## config.mk

```make
export PLATFORM = sky130hd
export DESIGN_NAME = cam_datapath_flat
export DESIGN_NICKNAME = d
export VERILOG_FILES = /design/src/rtl/cam_types.sv /design/src/rtl/cam_ctls.sv /design/src/rtl/cam_entry.sv /design/src/rtl/cam_datapath.sv /design/src/flat_wrapper.sv
export SDC_FILE = /design/constraint.sdc
export NUM_CORES = 1
export LEC_CHECK = 0
export BUFFER_PORTS_ARGS = -buffer_cell sky130_fd_sc_hd__buf_2
export CELL_PAD_IN_SITES_DETAIL_PLACEMENT = 1
export CELL_PAD_IN_SITES_GLOBAL_PLACEMENT = 1
export CORE_MARGIN = 3
export CORE_UTILIZATION = 56
export CTS_BUF_LIST = sky130_fd_sc_hd__clkbuf_8
export DETAILED_ROUTE_END_ITERATION = 16
export PLACE_DENSITY = 0.95
export SETUP_SLACK_MARGIN = 0.15
export SLEW_MARGIN = 20
export SYNTH_ARGS = -nofsm -noshare
export SYNTH_HDL_FRONTEND = slang
export SYNTH_HIERARCHICAL = 1
export SYNTH_SLANG_ARGS = --single-unit
```

## constraint.sdc

```tcl
create_clock -name clk_i -period 5.05 [get_ports clk_i]
set_input_delay 1.01 -clock clk_i [delete_from_list [all_inputs] [get_ports clk_i]]
set_output_delay 1.01 -clock clk_i [all_outputs]
set_load 0.02 [all_outputs]
```

## src/rtl/cam_types.sv

```systemverilog
// Shared types and sizing for the CAM datapath and its controller.
package cam_types;
    localparam int unsigned camsize_p = 8;
    localparam int unsigned lru_p     = camsize_p - 1;

    typedef logic [7:0]                     key_t;
    typedef logic [15:0]                    val_t;
    typedef logic [$clog2(camsize_p)-1:0]   idx_t;
    typedef logic [camsize_p-1:0]           one_hot0_t;
    typedef logic [$clog2(camsize_p)-1:0]   lru_t;
    typedef lru_t [camsize_p-1:0]           lru_vec_t;
endpackage

```

## src/rtl/cam_ctls.sv

```systemverilog
// Control/status bundle between the CAM controller and the CAM datapath.
interface CAMCtls;
    import cam_types::*;

    one_hot0_t write_c_d;
    one_hot0_t read_c_d;
    one_hot0_t increment_lru_c_d;
    idx_t      read_idx_c_d;
    one_hot0_t valids_d_c;
    one_hot0_t hits_d_c;
    lru_vec_t  lrus_d_c;

    modport Datapath (
        input  write_c_d, read_c_d, increment_lru_c_d, read_idx_c_d,
        output valids_d_c, hits_d_c, lrus_d_c
    );

    modport Controller (
        output write_c_d, read_c_d, increment_lru_c_d, read_idx_c_d,
        input  valids_d_c, hits_d_c, lrus_d_c
    );
endinterface

```

## src/rtl/cam_entry.sv

```systemverilog
// One CAM entry: valid/key/value/age state, key compare and saturating age.
module cam_entry
    import cam_types::*;
#(
    parameter int unsigned lru_p = cam_types::lru_p
) (
    input  logic clk_i,
    input  logic reset_n_i,
    input  key_t key_i,
    input  val_t val_i,
    input  logic write,
    input  logic read,
    input  logic increment,
    output logic hit,
    output logic valid,
    output lru_t age,
    output val_t value
);
    key_t key_q;

    // Write and read both refresh the age, so they take priority over increment.
    always_ff @(posedge clk_i or negedge reset_n_i) begin
        if (!reset_n_i) begin
            valid <= 1'b0;
            key_q <= '0;
            value <= '0;
            age   <= '0;
        end else if (write) begin
            valid <= 1'b1;
            key_q <= key_i;
            value <= val_i;
            age   <= '0;
        end else if (read) begin
            age <= '0;
        end else if (increment && valid && (age != lru_t'(lru_p))) begin
            age <= age + lru_t'(1);
        end
    end

    assign hit = valid && (key_q == key_i);
endmodule

```

## src/rtl/cam_datapath.sv

```systemverilog
// CAM storage array: parallel key match, per-entry ages, combinational read port.
module cam_datapath #(
    parameter int unsigned camsize_p = cam_types::camsize_p,
    parameter int unsigned lru_p     = cam_types::lru_p
) (
    input  logic            clk_i,
    input  logic            reset_n_i,
    input  cam_types::key_t key_i,
    input  cam_types::val_t val_i,
    output cam_types::val_t val_o,
    CAMCtls.Datapath        ctls
);
    cam_types::val_t values [camsize_p];

    for (genvar i = 0; i < camsize_p; i++) begin : g_entry
        cam_entry #(.lru_p(lru_p)) u_entry (
            .clk_i     (clk_i),
            .reset_n_i (reset_n_i),
            .key_i     (key_i),
            .val_i     (val_i),
            .write     (ctls.write_c_d[i]),
            .read      (ctls.read_c_d[i]),
            .increment (ctls.increment_lru_c_d[i]),
            .hit       (ctls.hits_d_c[i]),
            .valid     (ctls.valids_d_c[i]),
            .age       (ctls.lrus_d_c[i]),
            .value     (values[i])
        );
    end

    assign val_o = values[ctls.read_idx_c_d];

    // The controller must keep keys unique and select at most one entry per operation.
    a_unique_hit : assert property (@(posedge clk_i) disable iff (!reset_n_i)
        $countones(ctls.hits_d_c) <= 1);
    a_onehot_write : assert property (@(posedge clk_i) disable iff (!reset_n_i)
        $onehot0(ctls.write_c_d));
    a_onehot_read : assert property (@(posedge clk_i) disable iff (!reset_n_i)
        $onehot0(ctls.read_c_d));
endmodule

```

## src/flat_wrapper.sv

```systemverilog
// flat-port wrapper written by rule: the top's interface ports become plain ports
module cam_datapath_flat 
#(
    parameter int unsigned camsize_p = cam_types::camsize_p,
    parameter int unsigned lru_p     = cam_types::lru_p
)
  (clk_i, reset_n_i, key_i, val_i, val_o, ctls_write_c_d, ctls_read_c_d, ctls_increment_lru_c_d, ctls_read_idx_c_d, ctls_valids_d_c, ctls_hits_d_c, ctls_lrus_d_c);
  CAMCtls ctls_i ();
  input  logic clk_i;
  input  logic reset_n_i;
  input  cam_types::key_t key_i;
  input  cam_types::val_t val_i;
  output cam_types::val_t val_o;
  input wire logic [$bits(ctls_i.write_c_d)-1:0] ctls_write_c_d;
  input wire logic [$bits(ctls_i.read_c_d)-1:0] ctls_read_c_d;
  input wire logic [$bits(ctls_i.increment_lru_c_d)-1:0] ctls_increment_lru_c_d;
  input wire logic [$bits(ctls_i.read_idx_c_d)-1:0] ctls_read_idx_c_d;
  output wire logic [$bits(ctls_i.valids_d_c)-1:0] ctls_valids_d_c;
  output wire logic [$bits(ctls_i.hits_d_c)-1:0] ctls_hits_d_c;
  output wire logic [$bits(ctls_i.lrus_d_c)-1:0] ctls_lrus_d_c;
  assign ctls_i.write_c_d = ctls_write_c_d;
  assign ctls_i.read_c_d = ctls_read_c_d;
  assign ctls_i.increment_lru_c_d = ctls_increment_lru_c_d;
  assign ctls_i.read_idx_c_d = ctls_read_idx_c_d;
  assign ctls_valids_d_c = ctls_i.valids_d_c;
  assign ctls_hits_d_c = ctls_i.hits_d_c;
  assign ctls_lrus_d_c = ctls_i.lrus_d_c;
  cam_datapath #(.camsize_p(camsize_p), .lru_p(lru_p)) u_core (.clk_i(clk_i), .reset_n_i(reset_n_i), .key_i(key_i), .val_i(val_i), .val_o(val_o), .ctls(ctls_i));
endmodule
```

# After elaboration in Yosys (flattened, before gate mapping)
# Cells that the tools add are included.
[totals]
output_inout_bits = 56
inputBits = 53
ff_bits = 224
elab_cells = 117
[classes]
order_cmp = 1
reduce_logical = 32
mux = 27
n_eq_ne = 16
add_sub_neg = 8
bitwise_logic = 1
[ops]
columns = ["operator", "count"]
rows = [
  ["$mux 3", 24],
  ["$eq 8x8->1", 8],
  ["$bmux 16 s3", 1],
  ["$mux 16", 2],
  ["$add 3x1->3 const B", 8],
  ["$logic_and 1x1->1", 24],
  ["$ne 3x3->1 const B", 8],
  ["$reduce_bool 3->1", 8],
  ["$ge 4x4->1 const B", 1],
  ["$not 3->4", 1],
]

# Depth between registers and ports, before layout
# Gate-level depths: netlist of the first run.
[logic_depth]
word_depth = 5
depth_mapped = 5
depth_no_buf = 5

# By module
# Netlist of the first run, hierarchy kept.
[modules_own_cells]
columns = ["module", "area_each_um2", "seq_area_each_um2", "cells_each", "instances"]
rows = [
  ["cam_entry", 1246.2, 700.7, 77, 8],
  ["cam_datapath", 1071.0, 0.0, 57, 1],
]

# Worst setup path before layout of the first run
# Ideal clock, no wire load.
[synth_timing]
path_type = "input port to output port"
startpoint = "input ctls_read_idx_c_d[0]"
endpoint = "output val_o[0]"
stages = 4
path_buffers = 2
arrival_time_ps = 2112
required_ps = 4040
path_slack_ps = 1928
cell_sequence = "buf_6 buf_6 mux4_1 mux2_2"
[synth_between]
elab_chain_cells = 4
[synth_lines]
columns = ["item", "line", "source"]
rows = [
  ["start: declaration", "flat_wrapper.sv:17", "input wire logic [$bits(ctls_i.read_idx_c_d)-1:0] ctls_read_idx_c_d;"],
  ["$not 3->4 (implied by the code)", "cam_datapath.sv:31", "assign val_o = values[ctls.read_idx_c_d];"],
  ["$bmux 16 s3", "cam_datapath.sv:31", ""],
  ["$mux 16 (implied by the code) (2 in a row)", "cam_datapath.sv:31", ""],
  ["end: declaration", "flat_wrapper.sv:13", "output cam_types::val_t val_o;"],
]
# Every way passes these cells. The select of a mux whose other input is x is not followed.

# Worst setup path in the final report of the first run
[layout_timing]
startpoint = "input ctls_read_idx_c_d[0]"
endpoint = "output val_o[12]"
# Same word-level chain as after synthesis.

==> run_results.csv, run 1 <==
group,metric,value,unit
floorplan,initial_core_util,0.581,
setup_path,critPathRequiredTime,4.04,ns
clock_tree,cts_buffers,39,
synthesis,synth_compound_gate_area_share,0,
cells_and_area,final_cells,1066,
global_routing,busiest_layer,"met2",
route,wl_per_cell,24.3,um
power_and_ir_drop,vdd_drop_max,0.252,mV
floorplan,ioPinCount,109,
clock_tree,htreeDepth,2,
floorplan,dieArea,0.0214,sq mm
setup_path,crit_path_start_kind,"input port",
synthesis,yosys.area.top_type_share,0.508,
global_routing,grt-ovfl-total,0,
placement,port_buffers,108,
global_routing,grt.met2_usage,0.437,
global_routing,grtUsageMet3,0.0487,
global_routing,grt_max_degree,123,
synthesis,synth_nets,742,
sta,fin_crit_sh,0.783,
clock_tree,cts-root-buf,"clkbuf_8",
clock_tree,ctsHoldBuffers,0,
synthesis,synth-seq-area-share,0.508,
global_routing,first_global_vias,7237,
power_and_ir_drop,p_leak,5.73,nW
setup_path,crit_type,"input port to output port",
route,drt_pre_antenna_iters,4,
clock_tree,cts_setup_buffers,0,
sta,rsz0062_at_grt,"false",
synthesis,syn_area,0.0110,sq mm
sta,tightestPinTransition,1.01,ns
synthesis,synth_top_family_by_area,"multiplexers",
worst_hold_path,min_path_type,"input port to asynchronous set/reset pin",
clock_tree,cts_resized,0,
cells_and_area,nNetsFinal,860,
route,drc_errors,0,
synthesis,synth.area.top_cells,"dfrtp_1 51%, mux2_4 17%, mux2_2 8.2%",
clock_tree,clk_latency,0.52,ns
status,outcome,"complete, no violations",
synthesis,synth_cells,673,
global_routing,antenna_found_initial,0,
placement,dp.cells,1010,
placement,place_ws,1.07,ns
floorplan,rows,50,
sta,finalSetupTns,0,ns
synthesis,synth_area_leader_cell,"dfrtp_1",
cells_and_area,drive_gt1_frac,0.465,
synthesis,async_flop_share,1.00,
sta,slew_headroom,0.325,
clock_tree,cts_max_path_buffers,3,
placement,place_congestion,0.764,
synthesis,muxShareOfSynthArea,0.345,
sta,fin_skew,0.00396,ns
synthesis,synth-seq-cells,224,
route,drt_iter0_drc,256,
sta,maxSlewViolCount,0,
synthesis,synth_edf_count,0,
sta,hold_viol,0,
sta,max_freq,253,MHz
synthesis,yosysWarnings,6,
clock_tree,path_clk_slew,0.06,ns
route,viasPerCell,5.74,
route,ant_nets,0,
cells_and_area,area_growth,10.4,%
setup_path,end_kind,"output port",
cells_and_area,antenna_cells_inserted,0,
synthesis,yosysUniqueCellTypes,20,
power_and_ir_drop,total_power,0.00421,W
clock_tree,cts_tree,"done",
global_routing,use_met1,0.303,
route,drt_wl_total,25900,um
synthesis,synth-simple-area-share,0.0354,
job,maxCapViolations,0,
synthesis,synthFlopType,"dfrtp_1",
placement,hpwl,16400,um
global_routing,grt_usage,0.245,
sta,worst_slack,1.10,ns
synthesis,synth_xor_area_frac,0.0571,
synthesis,syn-mean-instance-area,16.4,sq um
clock_tree,clock_sinks,224,
power_and_ir_drop,power_density,345,mW/mm^2
cells_and_area,post-route-util,0.641,
floorplan,core,0.0190,sq mm
global_routing,grt_pass1_wl,41400,um
floorplan,fp.dieW,146,um
sta,min_period,3.95,ns
sta,setup_viol,0,
setup_path,rrSetupSlack,3.50,ns
route,dr_total_vias,6115,
synthesis,synthAdderAreaFrac,0.0181,
synthesis,synthTopCellsByCount,"224 x dfrtp_1, 128 x mux2_4, 80 x mux2_2, 64 x xnor2_1, 32 x nor3_1",
setup_path,cp_max_fo,18,
synthesis,yosysMostFrequentCell,"dfrtp_1",
setup_path,crit_arrival,2.94,ns
floorplan,dieHeight,146,um
[kinds of logic (layout without fill, tap and decap cells)]
logic type	Yosys count	in the layout
xor gates and xnor gates	72	72
DFF	224	224
and+or+nand+nor	72	72
muxes	256	256
adders and majority gates	16	16
buffers and inverters	33	166
[area by class of cell]
cell class | instances | area [sq um]
Fill cell | 1778 | 6830
Sequential cell | 224 | 5610
Multi-Input combinational cell | 416 | 5030
Clock buffer | 44 | 606
Timing Repair Buffer | 110 | 578
Tap cell | 260 | 325
Clock inverter | 12 | 48.8
[power by group]
| part | switching (W) | internal (W) |
|---|---|---|
| sequential | 0.000110 | 0.00196 |
| clock | 0.000681 | 0.000777 |
| combinational | 0.000309 | 0.000373 |
[registers in the layout, summed over array words and instances, names as in the netlist]
name	count
u_core/g_entry.u_entry/value	128
u_core/g_entry.u_entry/key_q	64
u_core/g_entry.u_entry/age	24
u_core/g_entry.u_entry/valid	8
[final timing paths]
path,end,depth (start not counted),start
min reg2reg,u_core/g_entry[3].u_entry/value[7],1,u_core/g_entry[3].u_entry/value[7]
min,u_core/g_entry[7].u_entry/age[2],1,reset_n_i
min in group clk_i,u_core/g_entry[3].u_entry/value[7],1,u_core/g_entry[3].u_entry/value[7]
max reg2reg,u_core/g_entry[0].u_entry/age[0],5,u_core/g_entry[0].u_entry/age[0]
max,val_o[12],5,ctls_read_idx_c_d[0]
max in group asynchronous,u_core/g_entry[6].u_entry/value[9],2,reset_n_i
[stage by stage]
step | cell area [sq um] | hold WS, ns
3_3_place_gp | 11500 | 0.481
2_1_floorplan | 11000 | 0.472
3_5_place_dp | 11500 | 0.492
4_1_cts | 12200 | 0.503
6_report | 12200 | 0.499
5_1_grt | 12200 | 0.510
[critical path, cell delays in order]
cell and delay, ns:
buf_2 0.44, buf_4 0.40, mux4_1 0.62, mux2_2 0.29, buf_2 0.17
[metal layers]
| layer | up-vias | wire length (um) | share of wire |
|---|---|---|---|
| met1 | 3258 | 10700 | 0.41 |
| li1 | 2680 | - | - |
| met3 | 40 | 1000 | 0.039 |
| met5 | - | 0 | 0 |
| met4 | 0 | 502 | 0.019 |
| met2 | 137 | 13700 | 0.53 |
[cell usage in the layout (no fill, tap or decap)]
cell type and count:
buf_8 1, ha_1 16, mux4_2 4, mux4_1 28, nand3_1 8, inv_1 11, nor3_1 32, buf_4 1
or2_2 8, clkinvlp_4 1, nand4_1 8, mux2i_1 16, dfrtp_1 224, mux2_4 128, buf_2 107, clkbuf_8 44
nand3b_1 8, buf_12 1, nand2_1 8, xor2_1 8, xnor2_1 64, mux2_2 80
Power figures use the tool's default switching activity.
==> run 2: changes to the inputs <==
Settings changed: CORE_UTILIZATION 56 to 47, PLACE_DENSITY 0.95 to 0.85.
Clock period 5.05 ns to 3.3 ns, I/O delays scaled along.
==> run_results.csv, run 2 (same netlist as run 1, synthesis figures left out) <==
group,metric,value,unit
status,outcome,"complete, no violations",
cells_and_area,antenna_cells_inserted,0,
cells_and_area,reg.largest.list,"u_core/g_entry.u_entry/value: 128 flops, u_core/g_entry.u_entry/key_q: 64 flops, u_core/g_entry.u_entry/age: 24 flops",
global_routing,grt-ovfl-total,0,
setup_path,crit_slowest_cell,"mux4_1",
placement,hpwl,14600,um
clock_tree,clk_latency,0.54,ns
setup_path,reg2reg_depth,5,
job,maxCapViolations,0,
global_routing,grt_pass1_wl,39200,um
power_and_ir_drop,p_leak,5.85,nW
setup_path,max_stage_delay,0.59,ns
route,drc_errors,0,
route,drt_wl_total,24000,um
setup_path,crit_path_end,"val_o[5]",
route,wl_met3,924,um
floorplan,rows,55,
cells_and_area,largest_reg_flops,128,
sta,setup_viol,0,
floorplan,ioPinCount,109,
sta,rsz0062_at_grt,"false",
sta,min_period,2.74,ns
route,dr_total_vias,6122,
setup_path,path_buf_inv,3,
setup_path,timing.rr.start,"u_core/g_entry[7].u_entry/age[0]",
setup_path,path_cells,"buf_2 > buf_12 > mux4_1 > mux2_2 > buf_2",
route,drt_iter0_drc,266,
cells_and_area,largest-register,"u_core/g_entry.u_entry/value",
floorplan,core,0.0228,sq mm
floorplan,fp.dieW,159,um
setup_path,crit_type,"input port to output port",
route,viasPerCell,5.38,
clock_tree,cts_buffers,39,
setup_path,crit_path_start_kind,"input port",
route,highest_layer,"met4",
clock_tree,cts_resized,0,
clock_tree,cts-root-buf,"clkbuf_8",
setup_path,reg2reg_to,"u_core/g_entry[7].u_entry/age[2]",
cells_and_area,post-route-util,0.546,
setup_path,path_depth,5,
sta,maxSlewViolCount,0,
route,drt_pre_antenna_iters,4,
cells_and_area,mostFrequentLayoutCells,"224 x dfrtp_1, 128 x mux2_4, 107 x buf_2",
setup_path,cp_common_cell,"buf_2",
setup_path,rrSetupSlack,1.82,ns
floorplan,dieHeight,159,um
worst_hold_path,min_path_type,"input port to asynchronous set/reset pin",
route,ant_nets,0,
floorplan,dieArea,0.0254,sq mm
global_routing,antenna_found_initial,0,
route,m1WireLength,10700,um
clock_tree,htreeDepth,2,
sta,fin_skew,0.0208,ns
clock_tree,clock_sinks,224,
clock_tree,ctsHoldBuffers,0,
sta,finalSetupTns,0,ns
route,met2WireLength,12000,um
clock_tree,path_clk_slew,0.06,ns
sta,tightestPinTransition,1.01,ns
global_routing,grt_max_degree,92,
floorplan,initial_core_util,0.483,
cells_and_area,drive_gt1_frac,0.478,
setup_path,end_kind,"output port",
global_routing,first_global_vias,6987,
route,wl_per_cell,21.1,um
setup_path,cp_max_fo,32,
power_and_ir_drop,power_density,544,mW/mm^2
sta,max_freq,366,MHz
sta,fin_crit_sh,0.829,
sta,hold_viol,0,
global_routing,grt_usage,0.192,
cells_and_area,final_common_cell,"dfrtp_1",
cells_and_area,fillers,2217,
clock_tree,cts_max_path_buffers,3,
clock_tree,cts_setup_buffers,0,
setup_path,critPathLaunch,"ctls_read_idx_c_d[0]",
setup_path,critPathRequiredTime,2.64,ns
power_and_ir_drop,vdd_drop_max,0.301,mV
placement,port_buffers,108,
cells_and_area,area_growth,13.0,%
setup_path,crit_arrival,2.08,ns
cells_and_area,nNetsFinal,864,
placement,place_congestion,0.704,
sta,slew_headroom,0.323,
clock_tree,cts_tree,"done",
setup_path,crit_family,"multiplexers",
## run 2: cell types whose count changed in the layout (fill, tap and decap cells not counted)
cell	delta
bufinv_16	+1
buf_4	+2
clkbuf_8	+8
inv_1	-1
buf_12	+2
clkinvlp_4	-1
clkinv_2	+7
## run 2: metrics by stage
step / total power, W / area (sq um) / hold WS [ns] / setup WS [ns] / cells
2_1_floorplan: 0.00391 / 11000 / 0.364 / 0.878 / 673
3_3_place_gp: 0.00417 / 11700 / 0.482 / 0.590 / 1067
3_5_place_dp: 0.00423 / 11700 / 0.487 / 0.558 / 1067
4_1_cts: 0.00690 / 12500 / 0.158 / 0.558 / 1137
5_1_grt: 0.00713 / 12500 / 0.181 / 0.516 / 1137
6_report: 0.00679 / 12500 / 0.132 / 0.565 / 1137
## run 2: worst min-delay path by stage
stage / depth (start not counted) / to / slack, ns / startpoint
finish: 1 / u_core/g_entry[2].u_entry/age[1] / 0.13 / reset_n_i
detailed placement: 1 / u_core/g_entry[3].u_entry/value[7] / 0.49 / u_core/g_entry[3].u_entry/value[7]
global route: 1 / u_core/g_entry[2].u_entry/key_q[0] / 0.18 / reset_n_i
CTS: 1 / u_core/g_entry[1].u_entry/valid / 0.16 / reset_n_i
global placement: 1 / u_core/g_entry[3].u_entry/value[3] / 0.48 / u_core/g_entry[3].u_entry/value[3]
floorplan: 0 / u_core/g_entry[0].u_entry/age[0] / 0.36 / reset_n_i
## run 2: power by group
part / total, W / switching (W) / internal [W]
Sequential: 0.00315 / 0.000160 / 0.00299
Clock: 0.00261 / 0.00112 / 0.00149
Combinational: 0.00103 / 0.000455 / 0.000576
Total: 0.00679 / 0.00174 / 0.00505
## run 2: cell type report
type	count	area, sq um	share of cell area
well taps	313	392	0.0314
flip-flops and latches	224	5610	0.449
multi-input cells	416	5030	0.403
repair buffers	114	633	0.0507
clock buffers	52	716	0.0574
clock inverters	18	103	0.00822
## run 2: per-layer routing
| layer | track usage | vias to the layer above |
|---|---|---|
| li1 | - | 2704 |
| met1 | 0.251 | 3255 |
| met2 | 0.327 | 125 |
| met3 | 0.0416 | 38 |
| met4 | 0.0509 | 0 |
| met5 | 0 | - |
==> run 3: changes to the inputs <==
Settings changed: ABC_AREA from default to 1, CORE_UTILIZATION 47 to 45, PLACE_DENSITY 0.85 to 0.89.
Clock period 3.3 ns to 2.7 ns, I/O delays scaled along.
==> run_results.csv, run 3 <==
group,metric,value,unit
status,outcome,"complete, no violations",
synthesis,yosys.area.top_type_share,0.466,
cells_and_area,largest_reg_flops,128,
global_routing,grt_pass1_wl,59900,um
synthesis,synth_area_leader_cell,"dfrtp_1",
global_routing,grt_usage,0.261,
cells_and_area,finish.instance_area,0.0135,sq mm
cells_and_area,antenna_cells_inserted,0,
job,maxCapViolations,0,
power_and_ir_drop,p_clk_frac,0.380,
power_and_ir_drop,p_leak,8.09,nW
clock_tree,htreeDepth,2,
cells_and_area,fillers,3427,
clock_tree,cts_buffers,41,
setup_path,crit_path_start_kind,"input port",
placement,dp.cells,2056,
placement,port_buffers,108,
sta,finalSetupTns,0,ns
power_and_ir_drop,power_density,611,mW/mm^2
route,drt_pre_antenna_iters,4,
cells_and_area,final_cells,2128,
setup_path,critPathRequiredTime,2.16,ns
worst_hold_path,min_path_type,"input port to register",
clock_tree,path_clk_slew,0.06,ns
route,dr_total_vias,10800,
floorplan,rows,59,
setup_path,end_kind,"output port",
clock_tree,cts_max_path_buffers,3,
synthesis,yosysWarnings,6,
power_and_ir_drop,intPower,0.00573,W
synthesis,synth.area.top_cells,"dfrtp_1 47%, nand2_1 27%, inv_1 7.3%",
synthesis,synth_nets,1717,
cells_and_area,mostFrequentLayoutCells,"860 x nand2_1, 251 x inv_1, 224 x dfrtp_1",
synthesis,synth-seq-cells,224,
cells_and_area,nNetsFinal,1834,
floorplan,dieHeight,169,um
synthesis,synthFlopType,"dfrtp_1",
power_and_ir_drop,power_frac_seq,0.460,
synthesis,yosysUniqueCellTypes,20,
synthesis,synthTopCellsByCount,"860 x nand2_1, 234 x inv_1, 224 x dfrtp_1, 102 x nand3_1, 60 x nor2_1",
clock_tree,clk_latency,0.54,ns
global_routing,grt-ovfl-total,0,
setup_path,crit_arrival,1.73,ns
synthesis,syn-mean-instance-area,7.30,sq um
sta,fin_skew,0.00766,ns
sta,worst_slack,0.435,ns
floorplan,fp.dieW,169,um
sta,setup_viol,0,
cells_and_area,area_growth,11.9,%
sta,maxSlewViolCount,0,
clock_tree,cts_resized,0,
power_and_ir_drop,vdd_drop_max,0.327,mV
clock_tree,clock_sinks,224,
sta,tightestPinTransition,0.649,ns
placement,place_congestion,0.807,
route,drt_wl_total,36800,um
power_and_ir_drop,switchingPower,0.00250,W
cells_and_area,drive_gt1_frac,0.131,
synthesis,syn_area,0.0120,sq mm
placement,place_ws,0.424,ns
sta,fin_crit_sh,0.839,
setup_path,cp_max_fo,24,
route,wl_per_cell,17.3,um
cells_and_area,reg.largest.list,"u_core/g_entry.u_entry/value: 128 flops, u_core/g_entry.u_entry/key_q: 64 flops, u_core/g_entry.u_entry/age: 24 flops",
global_routing,antenna_found_initial,3,
route,ant_nets,0,
placement,hpwl,23400,um
floorplan,initial_core_util,0.460,
synthesis,async_flop_share,1.00,
route,viasPerCell,5.07,
global_routing,grt_max_degree,75,
floorplan,ioPinCount,109,
floorplan,dieArea,0.0287,sq mm
cells_and_area,final_common_cell,"nand2_1",
sta,slew_headroom,0.567,
cells_and_area,largest-register,"u_core/g_entry.u_entry/value",
synthesis,yosysMostFrequentCell,"nand2_1",
setup_path,crit_type,"input port to output port",
route,drt_iter0_drc,629,
power_and_ir_drop,swShare,0.304,
floorplan,core,0.0261,sq mm
synthesis,synth_cells,1648,
sta,hold_viol,0,
power_and_ir_drop,p_comb_frac,0.160,
sta,min_period,2.27,ns
clock_tree,cts-root-buf,"clkbuf_8",
synthesis,synth-seq-area-share,0.466,
sta,max_freq,441,MHz
synthesis,synth_edf_count,0,
sta,rsz0062_at_grt,"false",
global_routing,first_global_vias,11800,
placement,dpl_cell_area,0.0127,sq mm
route,drc_errors,0,
clock_tree,cts_tree,"done",
## run 3: changes by cell type after synthesis, sizes merged, moves of 48 or more
cell / change
inv: +235
mux2: -208
nand2: +852
nand3: +94
nor2: +68
o21ai: +48
xnor2: -48
## run 3: stage by stage
| step | hold slack [ns] | util | power, W |
|---|---|---|---|
| detailed placement | 0.458 | 0.485 | 0.00514 |
| floorplan | 0.244 | - | 0.00465 |
| finish | 0.285 | 0.515 | 0.00822 |
| global placement | 0.453 | 0.485 | 0.00505 |
| CTS | 0.258 | 0.515 | 0.00832 |
| global route | 0.288 | 0.515 | 0.00866 |
## run 3: worst max-delay path, stage by stage
cell,delay [ns]
buf_2,0.40
inv_1,0.09
nand2_1,0.07
nand2_1,0.05
nor2_1,0.11
nand3_1,0.16
nor2_1,0.12
buf_2,0.17
## run 3: layout make-up
cell class                      instances  area (sq um)  area share
Clock buffer                           51           702      0.0522
Clock inverter                         20          78.8     0.00586
Inverter                              235           882      0.0656
Multi-Input combinational cell       1126          4920       0.366
Sequential cell                       224          5610       0.417
Tap cell                              335           419      0.0312
Timing Repair Buffer                  137           846      0.0629
## run 3: path summary, 6_finish.rpt
kind / from / to / slack, ns / cells after the start
max: key_i[2] / ctls_hits_d_c[1] / 0.43 / 8
min: ctls_read_c_d[1] / u_core/g_entry[1].u_entry/age[0] / 0.28 / 4
max reg2reg: u_core/g_entry[1].u_entry/age[0] / u_core/g_entry[1].u_entry/age[1] / 1.28 / 6
min reg2reg: u_core/g_entry[5].u_entry/value[6] / u_core/g_entry[5].u_entry/value[6] / 0.47 / 2
max in group asynchronous: reset_n_i / u_core/g_entry[4].u_entry/key_q[3] / 1.35 / 3
min in group asynchronous: reset_n_i / u_core/g_entry[3].u_entry/age[2] / 0.58 / 2
## run 3: repair_timing
item | CTS | global route
endpoints found under the hold margin | 9 | 0
buffers inserted | 0 | 0
hold buffers | 1 | 0
## run 3: per-layer routing
| metal | track usage | wire length [um] | share of wire |
|---|---|---|---|
| met5 | 0 | 45 | 0.0012 |
| met3 | 0.0475 | 2110 | 0.057 |
| met2 | 0.461 | 18200 | 0.50 |
| met1 | 0.321 | 15300 | 0.42 |
| met4 | 0.0939 | 1090 | 0.030 |
## run 3: power groups by stage
| stage | logic [W] | registers, W | clock network (W) |
|---|---|---|---|
| CTS | 0.00133 | 0.00378 | 0.00321 |
| finish | 0.00132 | 0.00378 | 0.00313 |
| global route | 0.00150 | 0.00381 | 0.00336 |
| detailed placement | 0.00131 | 0.00383 | 0 |
| floorplan | 0.000851 | 0.00380 | 0 |
| global placement | 0.00124 | 0.00381 | 0 |
## run 3: kinds of logic after synthesis
group / after synthesis / share of synthesized area
AND/OR/NAND/NOR: 1044 / 0.352
buffers and inverters: 298 / 0.125
flip-flops: 224 / 0.466
AO/OA/AOI/OAI: 48 / 0.0275
XOR/XNOR: 18 / 0.0131
adder cells (fa/ha/maj): 16 / 0.0166
